File: src/rtl/m6809_pkg.sv
// Shared definitions for the MC6809-subset core: opcodes, CC bit positions, FSM states, ALU functions.
package m6809_pkg;

    localparam logic [15:0] DEF_RESET_VEC = 16'hFFFE;
    localparam logic [7:0]  CC_RESET      = 8'h50;

    localparam logic [7:0] OP_NOP      = 8'h12;
    localparam logic [7:0] OP_INCA     = 8'h4C;
    localparam logic [7:0] OP_DECA     = 8'h4A;
    localparam logic [7:0] OP_CLRA     = 8'h4F;
    localparam logic [7:0] OP_LDA_IMM  = 8'h86;
    localparam logic [7:0] OP_LDB_IMM  = 8'hC6;
    localparam logic [7:0] OP_ADDA_IMM = 8'h8B;
    localparam logic [7:0] OP_ADDB_IMM = 8'hCB;
    localparam logic [7:0] OP_LDA_EXT  = 8'hB6;
    localparam logic [7:0] OP_LDB_EXT  = 8'hF6;
    localparam logic [7:0] OP_STA_EXT  = 8'hB7;
    localparam logic [7:0] OP_STB_EXT  = 8'hF7;
    localparam logic [7:0] OP_JMP_EXT  = 8'h7E;
    localparam logic [7:0] OP_BRA      = 8'h20;
    localparam logic [7:0] OP_BEQ      = 8'h27;
    localparam logic [7:0] OP_BNE      = 8'h26;

    localparam int CC_E = 7;
    localparam int CC_F = 6;
    localparam int CC_H = 5;
    localparam int CC_I = 4;
    localparam int CC_N = 3;
    localparam int CC_Z = 2;
    localparam int CC_V = 1;
    localparam int CC_C = 0;

    typedef enum logic [2:0] {VEC_HI, VEC_LO, FETCH, OP1, OP2, MEM} state_t;
    typedef enum logic [2:0] {ALU_PASS, ALU_ADD, ALU_INC, ALU_DEC, ALU_CLR} alu_fn_t;

    // Opcodes that need at least one operand byte after the fetch.
    function automatic logic has_operand(input logic [7:0] op);
        case (op)
            OP_LDA_IMM, OP_LDB_IMM, OP_ADDA_IMM, OP_ADDB_IMM,
            OP_LDA_EXT, OP_LDB_EXT, OP_STA_EXT, OP_STB_EXT,
            OP_JMP_EXT, OP_BRA, OP_BEQ, OP_BNE: has_operand = 1'b1;
            default:                            has_operand = 1'b0;
        endcase
    endfunction

    function automatic logic is_ext(input logic [7:0] op);
        case (op)
            OP_LDA_EXT, OP_LDB_EXT, OP_STA_EXT, OP_STB_EXT, OP_JMP_EXT: is_ext = 1'b1;
            default:                                                   is_ext = 1'b0;
        endcase
    endfunction

    function automatic logic is_store(input logic [7:0] op);
        is_store = (op == OP_STA_EXT) || (op == OP_STB_EXT);
    endfunction

endpackage

File: src/rtl/m6809_alu.sv
// Combinational 8-bit ALU: pass/add/inc/dec/clr with 6809 H,N,Z,V,C; untouched flags pass through from cc_in.
module m6809_alu
    import m6809_pkg::*;
(
    input  logic [2:0] fn,
    input  logic [7:0] a,
    input  logic [7:0] b,
    input  logic [7:0] cc_in,
    output logic [7:0] res,
    output logic       h,
    output logic       n,
    output logic       z,
    output logic       v,
    output logic       c
);

    logic [8:0] sum;
    logic [4:0] nib;

    assign sum = {1'b0, a} + {1'b0, b};
    assign nib = {1'b0, a[3:0]} + {1'b0, b[3:0]};

    always_comb begin
        res = b;
        h   = cc_in[CC_H];
        v   = 1'b0;
        c   = cc_in[CC_C];
        case (fn)
            ALU_ADD: begin
                res = sum[7:0];
                h   = nib[4];
                c   = sum[8];
                v   = (a[7] == b[7]) && (sum[7] != a[7]);
            end
            ALU_INC: begin
                res = a + 8'd1;
                v   = (a == 8'h7F);
            end
            ALU_DEC: begin
                res = a - 8'd1;
                v   = (a == 8'h80);
            end
            ALU_CLR: begin
                res = 8'h00;
                c   = 1'b0;
            end
            default: ;
        endcase
        n = res[7];
        z = (res == 8'h00);
    end

endmodule

File: src/rtl/m6809_cpu_core.sv
// Cycle-based MC6809-subset core, one bus cycle per clk, boots from a big-endian reset vector.
// Build option: define M6809_HALT_EN to add the active-low halt_b input, sampled in FETCH.
module m6809_cpu_core
    import m6809_pkg::*;
#(
    parameter logic [15:0] RESET_VEC = DEF_RESET_VEC
) (
    input  logic        clk,
    input  logic        reset_b,
`ifdef M6809_HALT_EN
    input  logic        halt_b,
`endif
    output logic [15:0] addr,
    input  logic [7:0]  din,
    output logic [7:0]  data_out,
    output logic        data_rw_n
);

    state_t      state, state_nxt;
    logic [15:0] pc, ea, pc_inc;
    logic [7:0]  a, b, cc, op;
    logic        halt;

    alu_fn_t     alu_fn;
    logic [7:0]  alu_a, alu_b, alu_res, cc_nxt;
    logic        f_h, f_n, f_z, f_v, f_c;

`ifdef M6809_HALT_EN
    assign halt = ~halt_b;
`else
    assign halt = 1'b0;
`endif

    assign pc_inc = pc + 16'd1;
    assign cc_nxt = {cc[CC_E], cc[CC_F], f_h, cc[CC_I], f_n, f_z, f_v, f_c};

    always_ff @(posedge clk or negedge reset_b) begin
        if (!reset_b) state <= VEC_HI;
        else          state <= state_nxt;
    end

    always_comb begin
        state_nxt = state;
        case (state)
            VEC_HI: state_nxt = VEC_LO;
            VEC_LO: state_nxt = FETCH;
            FETCH:  if (!halt && has_operand(din)) state_nxt = OP1;
            OP1:    state_nxt = is_ext(op) ? OP2 : FETCH;
            OP2:    state_nxt = (op == OP_JMP_EXT) ? FETCH : MEM;
            MEM:    state_nxt = FETCH;
            default: state_nxt = VEC_HI;
        endcase
    end

    // Bus outputs decode from registered state only, so reset forces a read cycle at once.
    always_comb begin
        addr      = pc;
        data_rw_n = 1'b1;
        data_out  = 8'h00;
        case (state)
            VEC_HI: addr = RESET_VEC;
            VEC_LO: addr = RESET_VEC + 16'd1;
            MEM: begin
                addr = ea;
                if (is_store(op)) begin
                    data_rw_n = 1'b0;
                    data_out  = (op == OP_STB_EXT) ? b : a;
                end
            end
            default: ;
        endcase
    end

    // Inherent ops execute on the fetch edge straight from din, before op is latched.
    always_comb begin
        alu_fn = ALU_PASS;
        alu_a  = a;
        alu_b  = din;
        case (state)
            FETCH: case (din)
                OP_INCA: alu_fn = ALU_INC;
                OP_DECA: alu_fn = ALU_DEC;
                OP_CLRA: alu_fn = ALU_CLR;
                default: ;
            endcase
            OP1: case (op)
                OP_ADDA_IMM: alu_fn = ALU_ADD;
                OP_ADDB_IMM: begin alu_fn = ALU_ADD; alu_a = b; end
                default: ;
            endcase
            MEM: case (op)
                OP_STA_EXT: alu_b = a;
                OP_STB_EXT: alu_b = b;
                default: ;
            endcase
            default: ;
        endcase
    end

    m6809_alu u_alu (
        .fn    (alu_fn),
        .a     (alu_a),
        .b     (alu_b),
        .cc_in (cc),
        .res   (alu_res),
        .h     (f_h),
        .n     (f_n),
        .z     (f_z),
        .v     (f_v),
        .c     (f_c)
    );

    always_ff @(posedge clk or negedge reset_b) begin
        if (!reset_b) begin
            pc <= 16'h0000;
            ea <= 16'h0000;
            a  <= 8'h00;
            b  <= 8'h00;
            op <= 8'h00;
            cc <= CC_RESET;
        end else begin
            case (state)
                VEC_HI: pc[15:8] <= din;
                VEC_LO: pc[7:0]  <= din;
                FETCH: if (!halt) begin
                    op <= din;
                    pc <= pc_inc;
                    if (din == OP_INCA || din == OP_DECA || din == OP_CLRA) begin
                        a  <= alu_res;
                        cc <= cc_nxt;
                    end
                end
                OP1: begin
                    pc <= pc_inc;
                    case (op)
                        OP_LDA_IMM, OP_ADDA_IMM: begin a <= alu_res; cc <= cc_nxt; end
                        OP_LDB_IMM, OP_ADDB_IMM: begin b <= alu_res; cc <= cc_nxt; end
                        OP_BRA: pc <= pc_inc + {{8{din[7]}}, din};
                        OP_BEQ: if (cc[CC_Z])  pc <= pc_inc + {{8{din[7]}}, din};
                        OP_BNE: if (!cc[CC_Z]) pc <= pc_inc + {{8{din[7]}}, din};
                        default: ea[15:8] <= din;
                    endcase
                end
                OP2: begin
                    ea[7:0] <= din;
                    if (op == OP_JMP_EXT) pc <= {ea[15:8], din};
                    else                  pc <= pc_inc;
                end
                MEM: case (op)
                    OP_LDA_EXT: begin a <= alu_res; cc <= cc_nxt; end
                    OP_LDB_EXT: begin b <= alu_res; cc <= cc_nxt; end
                    OP_STA_EXT, OP_STB_EXT: cc <= cc_nxt;
                    default: ;
                endcase
                default: ;
            endcase
        end
    end

endmodule

File: config.mk
export PLATFORM = sky130hd
export DESIGN_NAME = m6809_cpu_core
export DESIGN_NICKNAME = d
export VERILOG_FILES = /design/src/rtl/m6809_pkg.sv /design/src/rtl/m6809_alu.sv /design/src/rtl/m6809_cpu_core.sv
export SDC_FILE = /design/constraint.sdc
export NUM_CORES = 1
export LEC_CHECK = 0
export BUFFER_PORTS_ARGS = -buffer_cell sky130_fd_sc_hd__buf_4
export CAP_MARGIN = 20
export CORE_MARGIN = 2
export CORE_UTILIZATION = 65
export DETAILED_ROUTE_END_ITERATION = 8
export PLACE_DENSITY = 0.87
export SLEW_MARGIN = 20
export SYNTH_ARGS = -nofsm -noshare
export SYNTH_HDL_FRONTEND = slang
export SYNTH_HIERARCHICAL = 1
export SYNTH_SLANG_ARGS = --single-unit
File: constraint.sdc
create_clock -name clk -period 8.44 [get_ports clk]
set_input_delay 1.688 -clock clk [delete_from_list [all_inputs] [get_ports clk]]
set_output_delay 1.688 -clock clk [all_outputs]
set_load 0.01 [all_outputs]
== Yosys cells after proc, flatten, opt, wreduce, memory -nomap -nowiden ==
Cells that the tools add are included.

* $add $sub $neg: 6
* Multiply operators: 0
* Divide/modulo/power cells: 0
* Order comparisons: 0
* Equality and inequality tests: 48
* Shift-type cells: 0
* Muxes and demuxes: 42
* Bitwise operators: 1
* Reductions and logical operators: 23

{| class="wikitable"
|+ Operator list
! operator !! count
|-
| $eq 8x8->1 const B || 17
|-
| $pmux 16 s3 || 2
|-
| $pmux 8 s4 || 3
|-
| $mux 8 || 11
|-
| $eq 8x6->1 const B || 6
|-
| $eq 8x7->1 const B || 6
|-
| $mux 16 || 3
|-
| $pmux 8 s2 || 2
|-
| $pmux 8 s3 || 1
|-
| $mux 6 || 3
|-
| $pmux 6 s3 || 1
|-
| $add 16x1->16 const B || 1
|-
| $add 16x16->16 || 1
|-
| $pmux 3 s5 || 1
|-
| $eq 3x2->1 const B || 4
|-
| $reduce_or 12->1 || 1
|-
| $add 8x8->9 || 1
|-
| $eq 3x3->1 const B || 3
|-
| $mux 3 || 3
|-
| $pmux 3 s3 || 1
|-
| $add 8x1->8 const B || 1
|-
| $logic_not 8->1 || 1
|-
| $mux 1 || 8
|-
| $ne 2x1->1 const B || 4
|-
| 23 further kinds || 35
|}

* Bits in registers: 64
* Latch bits: 0
* Memory bits (writable): 0
* Memory bits (read-only): 0
* Bits of input ports: 10
* Output and inout port bits: 25
* Logic and storage cells: 129
* Memories kept: 0

== Longest topological paths before layout ==
Gate-level depths: netlist (run 1).

* Depth in word-level cells: 9
* Gate-level depth with buffers: 17
* Depth with buffers taken out: 15

== Cells and area by module ==
Netlist (run 1), hierarchy kept.

{| class="wikitable"
|+ Modules (own cells, without submodules)
! module !! instances !! cells an instance !! area an instance (µm²) !! seq. area each (µm²)
|-
| m6809_cpu_core || 1 || 522 || 4774.6 || 1601.5
|-
| m6809_alu || 1 || 128 || 1024.7 || 0.0
|}

== Least setup slack after synthesis (run 1) ==
Ideal clock, no wire load.

* Path kind: in2reg
* Start point: input port din[6]
* End point: register cc[2]
* Library setup time: 0.065 ns
* Arrival: 4.861 ns
* Data required time: 8.375 ns
* Slack: 3.514 ns
* Cell stages on the path: 15
* Buffers on the path: 2
* Path through: clkbuf_1 -> nand2_1 -> nor4_1 -> nand2_1 -> o31ai_1 -> buf_6 -> and2_1 -> ha_1 -> a21oi_1 -> a21boi_1 -> and4b_1 -> a211o_1 -> a211o_1 -> nor4_2 -> mux2_2

* Longest elaborated chain between the ends: 8
* Elaborated cells on any way between the ends: 22
* Classes of those cells: add/sub (1); eq/ne (8); mux (9); reduce/logical (4)

{| class="wikitable"
|+ RTL lines
! element !! line !! source
|-
| from (decl) || m6809_cpu_core.sv:14 || <nowiki>input logic [7:0] din,</nowiki>
|-
| $eq 8x7->1 || m6809_cpu_core.sv:80 || <nowiki>FETCH: case (din)</nowiki>
|-
| $pmux 3 s3 * || m6809_cpu_core.sv:80 ||
|-
| $pmux 3 s2 * || m6809_cpu_core.sv:79 || <nowiki>case (state)</nowiki>
|-
| net alu_fn[0] || m6809_cpu_core.sv:24 || <nowiki>alu_fn_t alu_fn;</nowiki>
|-
| $eq 3x3->1, or another cell as far along || m6809_alu.sv:28 || <nowiki>case (fn)</nowiki>
|-
| $pmux 8 s4 * || m6809_alu.sv:28 ||
|-
| net alu_res[6] || m6809_cpu_core.sv:25 || <nowiki>logic [7:0] alu_a, alu_b, alu_res, cc_nxt;</nowiki>
|-
| $logic_not 8->1 * || m6809_alu.sv:50 || <nowiki>z = (res == 8'h00);</nowiki>
|-
| net f_z || m6809_cpu_core.sv:26 || <nowiki>logic f_h, f_n, f_z, f_v, f_c;</nowiki>
|-
| $mux 6, on equally long branches || m6809_cpu_core.sv:149, m6809_cpu_core.sv:128, m6809_cpu_core.sv:135 ||
|-
| $pmux 6 s3 * || m6809_cpu_core.sv:122 || <nowiki>case (state)</nowiki>
|-
| to (signal assigned) || m6809_cpu_core.sv:150 || <nowiki>OP_LDA_EXT: begin a <= alu_res; cc <= cc_nxt; end</nowiki>
|-
| to (signal assigned) || m6809_cpu_core.sv:151 || <nowiki>OP_LDB_EXT: begin b <= alu_res; cc <= cc_nxt; end</nowiki>
|-
| to (signal assigned) || m6809_cpu_core.sv:152 || <nowiki>OP_STA_EXT, OP_STB_EXT: cc <= cc_nxt;</nowiki>
|-
| to (decl) || m6809_cpu_core.sv:21 || <nowiki>logic [7:0] a, b, cc, op;</nowiki>
|}

Mark *: on every way through the listed nets, which the timed path passes. The rest lies on a longest branch. The select of a mux whose other input is x is not followed.
A chain may end at the register's enable or synchronous reset.

== Worst setup path after layout (run 1) ==
* Start point: input port din[7]
* End point: register cc[2]

Same word-level chain as after synthesis.

==> flow_summary.yaml, run 1 <==
global_routing:
  antenna_found_initial: 0
  grt-ovfl-total: 0
  grt_max_degree: 61
  grt_usage_pct: 35.5
  grt_pass1_wl_um: 25000
  grt_pass1_vias: 4870
routing:
  via_count: 5196
  ant_nets: 0
  dr_wl_met2_um: 7690
  wl_met1_um: 5880
  dr.max_layer_used: "met4"
  routed_via_density: 7.03
  wl_per_cell_um: 21.2
  wl_um: 15700
  drc_errors: 0
  first_pass_iters: 7
  drt_iter0_markers: 496
  wl_met3_um: 1310
finish:
  final_nets: 675
  final_cell_mix: "nand2_1 (70), dfrtp_1 (60), mux2_2 (49), a21oi_1 (39)"
  multiInputGateArea_um2: 3790
  seq_area_um2: 1500
  drive_gt1_share_pct: 19.1
  layout_commonest_cell: "nand2_1"
  filler_cell_count: 622
  antenna_cells: 0
  syn_to_final_growth_pct: 7.65
worst_setup_path:
  reg2reg_slack_ns: 3.15
  crit_path_start_kind: "primary input"
  critPathMaxStageDelay_ns: 0.79
  r2r_end: "cc[2]$_DFFE_PN0P_"
  crit_path_end_kind: "flip-flop"
  path_max_fanout: 21
  r2r_cells: 15
  cp.required_ns: 8.72
  path_common_cell: "a211o_1"
  critPathKind: "primary input to flip-flop"
  cp_num_buf_inv: 1
  worstPathCellList: "buf_4 -> nor4_1 -> nand2_1 -> nor3_1 -> nor2b_1 -> and2_1 -> ha_1 -> a21oi_1 -> a21boi_1 -> and4b_1 -> a211o_1 -> a211o_1 -> nor4_2 -> mux2_2"
  critPathArrivalTime_ns: 5.66
  worst_path_dominant_cell_family: "simple AND/OR/NAND/NOR gates"
  reg2reg_from: "state[2]$_DFFE_PN0P_"
  slowest_stage: "nor3_1"
logic_synthesis:
  yosysWarnings: 6
  synth.avg_cell_area_um2: 8.90
  synth_area_um2: 5540
  syn_nets: 668
  netlist_instances: 623
placement:
  place.gp.congestion: 0.924
  portBuffers: 34
  dp_hpwl_um: 11500
  dp_slack_ns: 2.70
pwr:
  p_leak_nw: 2.56
  power_density_nw_per_um2: 368
  power_switching_uw: 996
  seqPwrFrac_pct: 27.2
  p_int_mw: 1.20
  ir_worst_vdd_mv: 0.173
  netSwitchingFraction_pct: 45.3
  combPwrFrac_pct: 59.2
  power_frac_clock_pct: 13.5
sta:
  period_share_pct: 63.8
  hold_violations: 0
  setup_viol: 0
  fin_setup_tns_ns: 0
  rsz0062_at_grt: "no"
  finalHoldWorstSlack_ns: 0.488
  worstMarginPinSlew_ns: 0.969
  worst_slack_ns: 3.06
  min_period_ns: 5.38
  fmax_mhz: 186
  finClkSkew_ns: 0.0115
  relSlewSlack_pct: 35.4
  slew_violations: 0
floorplan:
  ios: 35
  die_h_um: 96.4
  start_util_pct: 67.1
  core_region_area_um2: 8260
  die_w_um: 96.4
  row_count: 33
  dieArea_um2: 9280
clocking:
  htreeDepth: 3
  clkTransAtPathRegs_ns: 0.07
  root_buffer: "clkbuf_8"
  clock-sinks: 60
  clk_latency_ns: 0.35
  clk_path_buf_depth: 2
  numCtsBuffers: 9
  cts_setup_buffers: 0
  cts_tree: "yes"
  cts_hold_buf: 0
  cts_resized: 0
min_path:
  min_path_type: "flip-flop to flip-flop"
  hold_path_depth: 2
  holdPathEnd: "ea[2]$_DFFE_PN0P_"
  min_from: "ea[2]$_DFFE_PN0P_"
outcome:
  outcome: "finished clean"
run:
  maxCapViolations: 0
registers in the layout, indices dropped and copies added, names as in the netlist:
signal / cells
cc: 1
b: 8
op: 8
ea: 16
state: 3
pc: 16
a: 8
through the flow:
step	area [um^2]	instances	util, %	total power [mW]
after floorplan	5540	623	-	1.52
after global placement	5740	724	69.5	1.82
after detailed placement	5740	724	69.5	1.87
after CTS	5960	739	72.2	2.17
after global routing	5970	739	72.3	2.36
final	5970	739	72.3	2.20
final cells by class:
cell class	count	area share [%]
multi-input combinational	511	63.5
sequential	60	25.2
timing repair buffer	37	4.65
clock buffer	11	2.54
tap	105	2.20
clock inverter	4	1.22
inverter	11	0.734
worst min-delay path: cells and delay by family (launching register included):
family           cells  cell delay (ns)
DFF                  1             0.35
and+or+nand+nor      2             0.10
power by group through the flow:
stage	clock network (mW)	logic, mW	registers, mW
after global routing	0.310	1.43	0.616
after detailed placement	0	1.27	0.594
after floorplan	0	1.02	0.499
after global placement	0	1.24	0.584
after CTS	0.299	1.28	0.588
final	0.298	1.30	0.599
routing by layer:
layer | vias up | global-route usage, %
li1 | 2350 | -
met1 | 2475 | 41.7
met2 | 300 | 60.1
met3 | 71 | 7.83
met4 | 0 | 19.7
met5 | - | 0
worst max-delay path by stage:
stage	from	end	slack [ns]	cells past startpoint
finish	din[7]	cc[2]$_DFFE_PN0P_	3.06	14
floorplan	din[6]	cc[2]$_DFFE_PN0P_	3.53	16
global placement	din[7]	cc[2]$_DFFE_PN0P_	2.90	14
detailed placement	din[7]	cc[2]$_DFFE_PN0P_	2.70	13
CTS	din[7]	cc[2]$_DFFE_PN0P_	3.04	13
global route	din[7]	cc[2]$_DFFE_PN0P_	2.68	14
(Power assumes the default switching activity.)
==> inputs of run 2 (changes only) <==
--- a/config.mk
+++ b/config.mk
@@ -8,9 +8,9 @@
 export BUFFER_PORTS_ARGS = -buffer_cell sky130_fd_sc_hd__buf_4
 export CAP_MARGIN = 20
 export CORE_MARGIN = 2
-export CORE_UTILIZATION = 65
+export CORE_UTILIZATION = 63
 export DETAILED_ROUTE_END_ITERATION = 8
-export PLACE_DENSITY = 0.87
+export PLACE_DENSITY = 0.85
 export SLEW_MARGIN = 20
 export SYNTH_ARGS = -nofsm -noshare
 export SYNTH_HDL_FRONTEND = slang
==> constraint.sdc (replaced) <==
create_clock -name clk -period 5.1 [get_ports clk]
set_input_delay 1.02 -clock clk [delete_from_list [all_inputs] [get_ports clk]]
set_output_delay 1.02 -clock clk [all_outputs]
set_load 0.01 [all_outputs]
==> run 2 against run 1 <==
Combinational power grew 68%. Cell area rose by 0.44%. Global-route usage down 0.52 points. Largest power group unchanged.
==> flow_summary.yaml, run 2 (synthesis gave the netlist of run 1 again) <==
sta:
  slew_violations: 0
  setup_viol: 0
  period_share_pct: 89.0
  hold_violations: 0
  fmax_mhz: 220
  fin_setup_tns_ns: 0
  worst_slack_ns: 0.562
  finalHoldWorstSlack_ns: 0.481
  min_period_ns: 4.54
  relSlewSlack_pct: 35.4
  rsz0062_at_grt: "no"
  finClkSkew_ns: 0.0172
  worstMarginPinSlew_ns: 0.969
clocking:
  cts_hold_buf: 0
  clk_path_buf_depth: 2
  cts_resized: 0
  clkTransAtPathRegs_ns: 0.08
  clock-sinks: 60
  numCtsBuffers: 9
  cts_setup_buffers: 0
  root_buffer: "clkbuf_8"
  cts_tree: "yes"
  htreeDepth: 3
  clk_latency_ns: 0.35
finish:
  drive_gt1_share_pct: 19.9
  final_cell_mix: "nand2_1 (70), dfrtp_1 (60), mux2_2 (49), buf_4 (44), a21oi_1 (39)"
  fin_cells: 750
  filler_cell_count: 695
  layout_commonest_cell: "nand2_1"
  seq_area_um2: 1500
  largestRegisters: "ea (16), pc (16)"
  final_nets: 682
  design_area_um2: 5990
  finish.utilization_pct: 69.4
  multiInputGateArea_um2: 3780
  antenna_cells: 0
  syn_to_final_growth_pct: 8.12
pwr:
  p_int_mw: 1.93
  total_power_mw: 3.58
  netSwitchingFraction_pct: 46.2
  ir_worst_vdd_mv: 0.290
  power_frac_clock_pct: 12.3
  power_density_nw_per_um2: 598
  seqPwrFrac_pct: 26.5
  combPwrFrac_pct: 61.2
  power_switching_mw: 1.66
  p_leak_nw: 2.59
min_path:
  min_path_type: "flip-flop to flip-flop"
floorplan:
  die_w_um: 97.8
  dieArea_um2: 9570
  die_h_um: 97.8
  start_util_pct: 64.2
  core_region_area_um2: 8640
  ios: 35
  row_count: 34
placement:
  dp_cells: 734
  dp_hpwl_um: 11900
  portBuffers: 34
  place_area_um2: 5800
  place.gp.congestion: 0.955
  dp_slack_ns: 0.461
run:
  maxCapViolations: 0
global_routing:
  grt_usage_pct: 35.0
  grt_max_degree: 61
  antenna_found_initial: 0
  grt_pass1_vias: 5142
  grt_pass1_wl_um: 27000
  grt-ovfl-total: 0
worst_setup_path:
  crit_path_end_kind: "flip-flop"
  reg2reg_slack_ns: 0.56
  crit_path_start_kind: "flip-flop"
  path_max_fanout: 10
  critPathArrivalTime_ns: 4.82
  cp.required_ns: 5.39
  critPathKind: "flip-flop to flip-flop"
routing:
  via_count: 5229
  wl_um: 16400
  first_pass_iters: 5
  ant_nets: 0
  drt_iter0_markers: 562
  routed_via_density: 6.97
  drc_errors: 0
  wl_per_cell_um: 21.8
outcome:
  outcome: "finished clean"
==> run 2: cell types whose count changed in the layout (fill, tap and decap cells not counted), sizes merged <==
cell / change
clkinvlp: -1
inv: +1
clkinv: +4
clkbuf: -2
buf: +7
bufinv: -1
==> run 2: power by group through the flow <==
stage          Sequential, mW  Clock (mW)  Combinational [mW]
2_1_floorplan           0.826           0                1.70
3_3_place_gp            0.925           0                2.08
3_5_place_dp            0.944           0                2.15
4_1_cts                 0.938       0.446                2.17
5_1_grt                 0.977       0.465                2.39
6_report                0.950       0.440                2.19
==> run 2: metal layers <==
metal	vias up	GRT usage (%)	part of all wire, %
li1	2357	-	-
met1	2525	44.5	39
met2	273	57.8	49
met3	74	5.01	6.7
met4	0	19.2	5.0
met5	-	0	0
==> run 2: layout make-up <==
cell class / count / share of cell area (%)
clock inverters: 7 / 1.25
clock buffers: 9 / 2.07
flip-flops and latches: 60 / 25.0
well taps: 108 / 2.25
repair buffers: 44 / 5.51
multi-input cells: 511 / 63.1
inverters: 11 / 0.731
==> run 2: critical path, stage by stage, from the launching register on <==
cell and delay (ns):
dfrtp_1 0.38, clkinv_1 0.18, nand2_1 0.16, nor2_1 0.70, nand2_1 0.22, nor3_1 0.25, buf_4 0.20, nor2b_1 0.20
and2_1 0.33, ha_1 0.37, a21oi_1 0.21, a21boi_1 0.13, and4b_1 0.20, a211o_1 0.22, a211o_1 0.26, nor4_2 0.28
mux2_2 0.19
==> run 2: worst paths after layout <==
| kind | from | end | cells after the start |
|---|---|---|---|
| worst min-delay path | ea[2]$_DFFE_PN0P_ | ea[2]$_DFFE_PN0P_ | 2 |
| worst max-delay path | state[2]$_DFFE_PN0P_ | cc[2]$_DFFE_PN0P_ | 16 |
| min in group asynchronous | reset_b | pc[9]$_DFFE_PN0P_ | 1 |
| worst min register to register | ea[2]$_DFFE_PN0P_ | ea[2]$_DFFE_PN0P_ | 2 |
| worst max register to register | state[2]$_DFFE_PN0P_ | cc[2]$_DFFE_PN0P_ | 16 |
| max in group asynchronous | reset_b | ea[2]$_DFFE_PN0P_ | 1 |
==> inputs of run 3 (changes only) <==
--- a/config.mk
+++ b/config.mk
@@ -5,10 +5,12 @@
 export SDC_FILE = /design/constraint.sdc
 export NUM_CORES = 1
 export LEC_CHECK = 0
+export ABC_AREA = 1
 export BUFFER_PORTS_ARGS = -buffer_cell sky130_fd_sc_hd__buf_4
 export CAP_MARGIN = 20
 export CORE_MARGIN = 2
 export CORE_UTILIZATION = 63
+export CTS_CLUSTER_DIAMETER = 50
 export DETAILED_ROUTE_END_ITERATION = 8
 export PLACE_DENSITY = 0.85
 export SLEW_MARGIN = 20
==> run 3 against run 2 <==
Via count up 26%. Combinational power down 28%. Power down 18%. Clock-buffer cell count up 3. Largest cell class unchanged. Critical path depth up 2. Critical path type is now primary input to flip-flop. Area after synthesis up 8.8%. Die area up 8.5%. Sequential share of layout area down 2.4 points.
==> flow_summary.yaml, run 3 <==
outcome:
  outcome: "finished clean"
logic_synthesis:
  syn_nets: 1033
  yosysWarnings: 6
  netlist_instances: 988
  synth_area_um2: 6030
  synth.avg_cell_area_um2: 6.11
clocking:
  clkTransAtPathRegs_ns: 0.07
  clk_path_buf_depth: 2
  root_buffer: "clkbuf_8"
  clock-sinks: 60
  numCtsBuffers: 9
  htreeDepth: 3
  clk_latency_ns: 0.36
  cts_hold_buf: 0
  cts_setup_buffers: 0
  cts_tree: "yes"
  cts_resized: 0
routing:
  first_pass_iters: 5
  drc_errors: 0
  routed_via_density: 5.74
  ant_nets: 0
  wl_per_cell_um: 15.4
  drt_iter0_markers: 583
  via_count: 6608
  wl_um: 17700
placement:
  place_area_um2: 6370
  portBuffers: 34
  place.gp.congestion: 1.03
  dp_slack_ns: 1.06
  dp_hpwl_um: 13400
sta:
  worstMarginPinSlew_ns: 0.779
  min_period_ns: 3.84
  slew_violations: 0
  hold_violations: 0
  setup_viol: 0
  worst_slack_ns: 1.26
  fin_setup_tns_ns: 0
  fmax_mhz: 260
  rsz0062_at_grt: "no"
  relSlewSlack_pct: 48.0
  finClkSkew_ns: 0.0186
  period_share_pct: 75.3
global_routing:
  antenna_found_initial: 0
  grt_usage_pct: 35.6
  grt_pass1_vias: 6066
  grt-ovfl-total: 0
  grt_pass1_wl_um: 28600
  grt_max_degree: 61
finish:
  final_nets: 1063
  final_cell_mix: "nand2_1 (300), inv_1 (184), nand3_1 (79), o21ai_0 (66), nor2_1 (65)"
  multiInputGateArea_um2: 3690
  design_area_um2: 6630
  layout_commonest_cell: "nand2_1"
  largestRegisters: "ea (16), pc (16)"
  seq_area_um2: 1500
  drive_gt1_share_pct: 9.68
  filler_cell_count: 852
  antenna_cells: 0
  syn_to_final_growth_pct: 9.81
floorplan:
  start_util_pct: 65.0
  ios: 35
  die_w_um: 102
  row_count: 35
  core_region_area_um2: 9280
  dieArea_um2: 10400
  die_h_um: 102
worst_setup_path:
  cp-startpoint: "din[7]"
  cp.required_ns: 5.40
  crit_path_end_kind: "flip-flop"
  reg2reg_from: "state[0]$_DFFE_PN0P_"
  critPathKind: "primary input to flip-flop"
  crit_path_start_kind: "primary input"
  path_max_fanout: 16
  critPathArrivalTime_ns: 4.14
min_path:
  min_from: "a[3]$_DFFE_PN0P_"
  min_path_type: "flip-flop to flip-flop"
pwr:
  ir_worst_vdd_mv: 0.315
  power_density_nw_per_um2: 443
  p_leak_nw: 3.72
run:
  maxCapViolations: 0
## run 3: stage by stage
| stage | util [%] | power (mW) | std cells | hold WS (ns) |
|---|---|---|---|---|
| 2_1_floorplan | - | 1.93 | 988 | 0.448 |
| 3_3_place_gp | 68.6 | 2.29 | 1136 | 0.467 |
| 3_5_place_dp | 68.6 | 2.34 | 1136 | 0.475 |
| 4_1_cts | 71.3 | 2.90 | 1152 | 0.493 |
| 5_1_grt | 71.4 | 3.17 | 1152 | 0.520 |
| 6_report | 71.4 | 2.94 | 1152 | 0.495 |
## run 3: power by group
group	internal [mW]	switching, mW	leakage (nW)
Combinational	0.560	1.02	2.87
Clock	0.351	0.206	0.127
Sequential	0.646	0.159	0.722
## run 3: layout make-up
cell class | instances | share of cell area, %
inverter | 202 | 11.5
clock buffer | 12 | 2.34
sequential | 60 | 22.7
tap | 129 | 2.44
clock inverter | 4 | 1.44
multi-input combinational | 710 | 55.6
timing repair buffer | 35 | 3.97
## run 3: layer usage
layer	GRT usage, %	share of wire (%)	vias up
met3	6.70	8.6	63
met5	0	0	-
met4	18.8	4.6	0
li1	-	-	3213
met2	57.0	45	361
met1	45.9	42	2971
## run 3: path summary, 6_finish.rpt
check	slack, ns	end	cells after the start
min in group asynchronous	0.73	op[0]$_DFFE_PN0P_	1
worst max register to register	1.41	cc[2]$_DFFE_PN0P_	22
worst min register to register	0.50	a[3]$_DFFE_PN0P_	2
max in group asynchronous	3.84	ea[13]$_DFFE_PN0P_	1
worst min-delay path	0.50	a[3]$_DFFE_PN0P_	2
worst max-delay path	1.26	cc[2]$_DFFE_PN0P_	18
## run 3: critical path: stages
cell	delay, ns
buf_4	0.19
inv_2	0.17
nand2_2	0.08
nor2_1	0.15
nand3_2	0.09
o21ai_1	0.54
nand3_1	0.18
inv_1	0.24
ha_1	0.35
a21oi_1	0.26
nand3_1	0.14
nand3_1	0.13
nand4_1	0.12
nor2_1	0.14
nand2_1	0.09
nor2_2	0.08
nand3_1	0.07
nand2_1	0.07
